$ cat src/rtl/ahb_matrix_input_stage_v2.sv
// Master-side AHB-Lite matrix input stage: holds an address phase the decoder cannot take yet,
// presents live or held phase downstream, and optionally aborts long waits with a 2-cycle ERROR.
module ahb_matrix_input_stage_v2 #(
    parameter int unsigned ADDR_WIDTH = 32,
    parameter int unsigned TIMEOUT    = 0
) (
    input  logic                  HCLK,
    input  logic                  HRESETn,
    input  logic [ADDR_WIDTH-1:0] HADDR,
    input  logic [1:0]            HTRANS,
    input  logic                  HWRITE,
    input  logic                  HMASTLOCK,
    input  logic [2:0]            HSIZE,
    input  logic [2:0]            HBURST,
    input  logic [3:0]            HPROT,
    input  logic                  HREADY,
    input  logic                  ACTIVE_Decoder,
    input  logic                  HREADYOUT_Decoder,
    input  logic [1:0]            HRESP_Decoder,
    output logic                  HREADYOUT,
    output logic [1:0]            HRESP,
    output logic [ADDR_WIDTH-1:0] HADDR_Inputstage,
    output logic [1:0]            HTRANS_Inputstage,
    output logic                  HWRITE_Inputstage,
    output logic                  HMASTLOCK_Inputstage,
    output logic [2:0]            HSIZE_Inputstage,
    output logic [2:0]            HBURST_Inputstage,
    output logic [3:0]            HPROT_Inputstage,
    output logic                  TRANS_HOLD,
    output logic                  TIMEOUT_EVT
);

    typedef enum logic [2:0] {
        StIdle,
        StFwd,
        StPend,
        StErr1,
        StErr2
    } state_e;

    localparam logic [1:0] RespOkay  = 2'b00;
    localparam logic [1:0] RespError = 2'b01;

    state_e r_state;
    state_e w_state_next;
    state_e w_sample_state;

    logic w_valid;
    logic w_grant;
    logic w_timeout;

    logic [ADDR_WIDTH-1:0] r_haddr;
    logic [1:0]            r_htrans;
    logic                  r_hwrite;
    logic                  r_hmastlock;
    logic [2:0]            r_hsize;
    logic [2:0]            r_hburst;
    logic [3:0]            r_hprot;

    assign w_valid = HTRANS[1] & HREADY;
    assign w_grant = ACTIVE_Decoder & HREADYOUT_Decoder;

    // Every sampled NONSEQ/SEQ is captured, so a later PEND always presents the latest phase.
    always_ff @(posedge HCLK or negedge HRESETn) begin
        if (!HRESETn) begin
            r_haddr     <= '0;
            r_htrans    <= 2'b00;
            r_hwrite    <= 1'b0;
            r_hmastlock <= 1'b0;
            r_hsize     <= 3'b000;
            r_hburst    <= 3'b000;
            r_hprot     <= 4'b0000;
        end else if (w_valid) begin
            r_haddr     <= HADDR;
            r_htrans    <= HTRANS;
            r_hwrite    <= HWRITE;
            r_hmastlock <= HMASTLOCK;
            r_hsize     <= HSIZE;
            r_hburst    <= HBURST;
            r_hprot     <= HPROT;
        end
    end

    generate
        if (TIMEOUT > 0) begin : g_timeout
            localparam int unsigned CntW = $clog2(TIMEOUT + 1);

            logic [CntW-1:0] r_wait_cnt;
            logic [CntW-1:0] w_wait_cnt_next;

            // Only ungranted PEND cycles count; a grant with wait states restarts the window.
            always_comb begin
                w_wait_cnt_next = '0;
                if (r_state == StPend && !ACTIVE_Decoder) begin
                    w_wait_cnt_next = r_wait_cnt + 1'b1;
                end
            end

            always_ff @(posedge HCLK or negedge HRESETn) begin
                if (!HRESETn) begin
                    r_wait_cnt <= '0;
                end else begin
                    r_wait_cnt <= w_wait_cnt_next;
                end
            end

            assign w_timeout = (r_state == StPend) && !ACTIVE_Decoder &&
                               (r_wait_cnt == CntW'(TIMEOUT - 1));
        end else begin : g_no_timeout
            assign w_timeout = 1'b0;
        end
    endgenerate

    always_comb begin
        w_sample_state = StIdle;
        if (w_valid) begin
            w_sample_state = ACTIVE_Decoder ? StFwd : StPend;
        end
    end

    always_comb begin
        w_state_next = r_state;
        unique case (r_state)
            StIdle, StErr2: w_state_next = w_sample_state;
            StFwd: begin
                if (HREADY) begin
                    w_state_next = w_sample_state;
                end
            end
            StPend: begin
                // Grant is checked first so a grant on the last count never errors.
                if (w_grant) begin
                    w_state_next = StFwd;
                end else if (w_timeout) begin
                    w_state_next = StErr1;
                end
            end
            StErr1:  w_state_next = StErr2;
            default: w_state_next = StIdle;
        endcase
    end

    always_ff @(posedge HCLK or negedge HRESETn) begin
        if (!HRESETn) begin
            r_state <= StIdle;
        end else begin
            r_state <= w_state_next;
        end
    end

    always_comb begin
        HADDR_Inputstage     = HADDR;
        HTRANS_Inputstage    = HTRANS;
        HWRITE_Inputstage    = HWRITE;
        HMASTLOCK_Inputstage = HMASTLOCK;
        HSIZE_Inputstage     = HSIZE;
        HBURST_Inputstage    = HBURST;
        HPROT_Inputstage     = HPROT;
        if (r_state == StPend || r_state == StErr1 || r_state == StErr2) begin
            HADDR_Inputstage     = r_haddr;
            HTRANS_Inputstage    = (r_state == StPend) ? r_htrans : 2'b00;
            HWRITE_Inputstage    = r_hwrite;
            HMASTLOCK_Inputstage = r_hmastlock;
            HSIZE_Inputstage     = r_hsize;
            HBURST_Inputstage    = r_hburst;
            HPROT_Inputstage     = r_hprot;
        end
    end

    always_comb begin
        HREADYOUT   = 1'b1;
        HRESP       = RespOkay;
        TIMEOUT_EVT = 1'b0;
        unique case (r_state)
            StIdle: begin
                HREADYOUT = 1'b1;
                HRESP     = RespOkay;
            end
            StFwd: begin
                HREADYOUT = HREADYOUT_Decoder;
                HRESP     = HRESP_Decoder;
            end
            StPend: begin
                HREADYOUT = 1'b0;
                HRESP     = RespOkay;
            end
            StErr1: begin
                HREADYOUT   = 1'b0;
                HRESP       = RespError;
                TIMEOUT_EVT = 1'b1;
            end
            StErr2: begin
                HREADYOUT = 1'b1;
                HRESP     = RespError;
            end
            default: begin
                HREADYOUT = 1'b1;
                HRESP     = RespOkay;
            end
        endcase
    end

    assign TRANS_HOLD = w_valid | (r_state == StPend);

endmodule

$ cat config.mk
export PLATFORM = sky130hd
export DESIGN_NAME = ahb_matrix_input_stage_v2
export DESIGN_NICKNAME = d
export VERILOG_FILES = /design/src/rtl/ahb_matrix_input_stage_v2.sv
export SDC_FILE = /design/constraint.sdc
export NUM_CORES = 1
export LEC_CHECK = 0
export CAP_MARGIN = 30
export CORE_MARGIN = 3
export CORE_UTILIZATION = 55
export DETAILED_ROUTE_END_ITERATION = 10
export DONT_BUFFER_PORTS = 1
export MAX_ROUTING_LAYER = met4
export PLACE_DENSITY = 0.7
export SYNTH_ARGS = -nofsm -noshare
export SYNTH_HDL_FRONTEND = slang
export SYNTH_SLANG_ARGS = --single-unit
export TNS_END_PERCENT = 5
$ cat constraint.sdc
create_clock -name HCLK -period 1.8 [get_ports HCLK]
set_input_delay 0.18 -clock HCLK [delete_from_list [all_inputs] [get_ports HCLK]]
set_output_delay 0.18 -clock HCLK [all_outputs]
set_load 0.02 [all_outputs]
; After elaboration in Yosys (flattened, before gate mapping)
; Index checks and enable logic that the tools add are counted.
[totals]
elab_cells = 40
reg_bits = 49
output_inout_bits = 51
inputBits = 53
[classes]
muxes = 16
eq_ne = 6
reduce_logical = 7
n_bitwise = 3
[ops]
columns = op, n
row1 = $mux 32, 1
row2 = $mux 3, 4
row3 = $pmux 3 s4, 1
row4 = $mux 2, 4
row5 = $eq 3x2->1 const B, 2
row6 = $reduce_or 2->1, 3
row7 = $mux 4, 1
row8 = $ne 2x2->1 const B, 2
row9 = $pmux 2 s2, 1
row10 = $eq 3x1->1 const B, 1
row11 = $eq 3x3->1 const B, 1
row12 = $logic_not 3->1, 1
row13 = $mux 1, 3
row14 = $and 1x1->1, 2
row15 = $logic_or 1x1->1, 2
row16 = $pmux 1 s2, 1
row17 = $reduce_and 2->1, 1
row18 = $or 1x1->1, 1

; Depth between registers and ports, before layout
[logic_depth]
depth_word = 4
depth_mapped = 5
mapped_depth_nobuf = 3

; Worst setup path before layout
; OpenSTA, ideal clock, no wires.
[synth_timing]
kind = register to output
from = reg r_state[1]
to = out HADDR_Inputstage[0]
path_stages_with_launch = 5
path_slack_ps = 158
required_time_ps = 1620
arrival_ps = 1462
path_buffers = 1
cell_sequence = dfrtp_1 -> nor2b_2 -> a21oi_4 -> buf_8 -> mux2_4
[synth_via]
elab_chain_len = 4
word_cells_on_any_way = 6
cone_classes = 3 x eq/ne / 1 x mux / 2 x reduce/logical
[synth_rtl]
columns = element, line
row1 = "start, declared", 44  ; state_e r_state;
row2 = "start signal, assigned", 145  ; r_state <= StIdle;
row3 = "start signal, assigned", 147  ; r_state <= w_state_next;
row4 = $eq 3x2->1, 159  ; if (r_state == StPend || r_state == StErr1 || r_state == StErr2) begin
row5 = $logic_or 1x1->1, 159
row6 = $logic_or 1x1->1 (*), 159
row7 = $mux 32 (*), 159
row8 = "end, declared", 22  ; output logic [ADDR_WIDTH-1:0] HADDR_Inputstage,
; Every way passes the cells marked *; elsewhere a longest branch is shown, timed or not.

; Worst setup path after layout
[layout_timing]
from = reg r_state[1]
to = out HADDR_Inputstage[7]
; Same word-level chain as after synthesis.

==> reports/qor.yml <==
grt-ovfl-total: 0
yosys-top-cells-area: "dfrtp_1, mux2_2, mux2_4"
grt_use_met2: 0.340
critPathKind: "flop to output pin"
combPwrFrac: 0.588
cts_buffer_depth: 2
stdcell_count: 242
ys_seq_area_frac: 0.460
grt_pass1_vias: 1643
synth_top_area_cell: "dfrtp_1"
outcome: "finished with violations"
async_reset_ff_frac: 1.00
syn-cell-area_mm2: 0.00267
synth.top_cell.area_share: 0.460
synth_nets: 232
synth_xor_area_frac: 0
syn_inst: 179
pin_count: 104
worstPathMaxFanout: 7
start_kind: "flop"
cts.clk_slew.worst_paths_ns: 0.08
synth_mux_area_frac: 0.433
rows: 24
coreArea_mm2: 0.00450
diodes: 0
cts_buffers: 5
fp.dieH_um: 75.6
fin_util: 0.666
power.leakage_nw: 1.37
io_buffers: 0
met3_usage: 0.0435
clockRootBuffer: "clkbuf_8"
drc: 0
power.clock.fraction: 0.125
placed_area_mm2: 0.00271
synth_adder_area_share: 0
initial_core_util: 0.592
required_ns: 1.62
area_growth_pct: 12.4
vias: 1474
p_total_w: 0.00485
grt_max_degree: 50
die_w_um: 75.6
die-area_mm2: 0.00572
cp_cell_sequence: "nor2b_4, a21oi_4, buf_12, clkbuf_16, mux2_4"
wl_um: 5440
min_path_type: "primary input to flop"
synth_top_family_by_area: "multiplexers"
synth-main-ff-cell: "dfrtp_1"
synth_seq_cells: 49
cpMaxStageDelayCell: "dfrtp_2"
globalRouteMet1Util: 0.208
violations: "setup timing"
rsz0062_at_grt: "true"
switching_share: 0.388
grt_pass1_wl_um: 7820
end_kind: "output pin"
setup_viol: 44
seqPwrFrac: 0.287
htreeDepth: 2
final.period_utilization: 1.06
place_inst: 224
fin_skew_ns: 0.00122
worst_pin_slew_ns: 0.354
power.switching_w: 0.00188
clk_latency_ns: 0.29
ant_nets: 0
fin_crit_ns: 1.91
cts_tree: "built"
ir_drop_v: 0.000802
grt_busiest_layer: "met2"
maxSlewViolCount: 0
postSynthAreaPerCell_um2: 14.9
max_freq_mhz: 525
yosys_warnings: 0
drt-vias-per-instance: 6.09
max_stage_delay_ns: 0.44
max_slew_margin: 0.764
hold_viol_final: 0
grt_usage: 0.194
drive_gt1_frac: 0.605
synth-compound-area-share: 0.0281
clock_sinks: 49
dp_hpwl_um: 3750
cap_violations: 0
drtIter0Drc: 46
power.density_mw_per_mm2: 1620
wl_per_cell_um: 22.5
synth.distinct_cells: 27
nets: 242
intPower_w: 0.00297
dr.pass1.iters: 4
place_congestion: 0.817
yosys.area_share.simple: 0.0422
yosys-top-cells-count: "mux2_2, dfrtp_1, mux2_4"
synth-edff-count: 0
synth_most_common_cell: "mux2_2"
antenna_found_initial: 0
worst_slack_ns: -0.106
worstPathArrival_ns: 1.73
design_area_mm2: 0.00300
## cells by family (layout without fill, tap and decap cells)
family                 after synthesis  count (layout)
flip-flops                          49              49
AO/OA/AOI/OAI                        9               9
buffers and inverters               12              23
multiplexers                        90              90
AND/OR/NAND/NOR                     19              19
## worst max-delay path: cells and delay by family (launching register included)
family,cells,cell delay (ns)
flip-flops,1,0.44
multiplexers,1,0.34
AND/OR/NAND/NOR,1,0.15
buffers and inverters,2,0.32
AO/OA/AOI/OAI,1,0.18
## layout make-up
type                            instances  area, um2
Inverter                                1       3.75
Tap cell                               52       65.1
Sequential cell                        49       1230
Timing Repair Buffer                   14        243
Fill cell                             316       1510
Clock buffer                            8       80.1
Multi-Input combinational cell        118       1380
## metrics by stage
step	setup WS, ns	TNS (ns)	hold slack [ns]
2_1_floorplan	0.158	0	-0.116
3_3_place_gp	0.187	0	-0.114
3_5_place_dp	0.143	0	-0.114
4_1_cts	-0.112	-3.15	0.0244
5_1_grt	-0.164	-5.50	0.0180
6_report	-0.106	-2.85	0.0315
## registers in the layout (all words and copies together) (netlist names)
register	cells
r_haddr	32
r_hburst	3
r_hmastlock	1
r_hprot	4
r_hsize	3
r_htrans	2
r_hwrite	1
r_state	3
## power groups by stage
stage	registers, W	logic [W]	clock network [W]
detailed placement	0.00141	0.00238	0
finish	0.00139	0.00285	0.000608
CTS	0.00139	0.00266	0.000629
global route	0.00141	0.00299	0.000673
global placement	0.00139	0.00232	0
floorplan	0.00137	0.00221	0
## layout by cell type, fill, tap and decap left out, drive strengths merged
cell	count
mux2	90
dfrtp	49
clkbuf	10
buf	10
nand2b	3
nand2	3
and2	3
dlygate4sd3	2
nor2b	2
nor2	2
a21oi	2
nor3	2
a22o	2
inv	1
a21o	1
and3	1
o21ai	1
nor4b	1
o31ai	1
nand4b	1
a32oi	1
nand3	1
a22oi	1
## per-layer routing
layer | part of all wire | vias to the layer above
met3 | 0.070 | 11
met4 | 0.023 | 0
met5 | 0 | -
met2 | 0.54 | 71
met1 | 0.37 | 726
li1 | - | 666
## final timing paths
kind / cells past startpoint / end / slack [ns] / startpoint
hold / removal: 1 / r_hsize[0]$_DFFE_PN0N_ / 0.03 / HSIZE[0]
max in group asynchronous: 2 / r_state[1]$_DFFE_PN0P_ / 1.17 / HRESETn
hold reg to reg: 1 / r_htrans[1]$_DFFE_PN0N_ / 0.50 / r_htrans[1]$_DFFE_PN0N_
min in group asynchronous: 2 / r_haddr[15]$_DFFE_PN0N_ / 0.40 / HRESETn
setup / recovery: 5 / HADDR_Inputstage[7] / -0.11 / r_state[1]$_DFFE_PN0P_
setup reg to reg: 4 / r_state[1]$_DFFE_PN0P_ / 0.38 / r_state[1]$_DFFE_PN0P_
## timing repair
action | in CTS | in global routing
gates cloned | 1 | 2
pin swaps | 0 | 0
setup buffers | 2 | 2
hold endpoints to repair | 50 | 0
setup endpoints to repair | 46 | 47
hold buffers | 3 | 0
resized for setup | 10 | 3
Power figures use the tool's default switching activity.
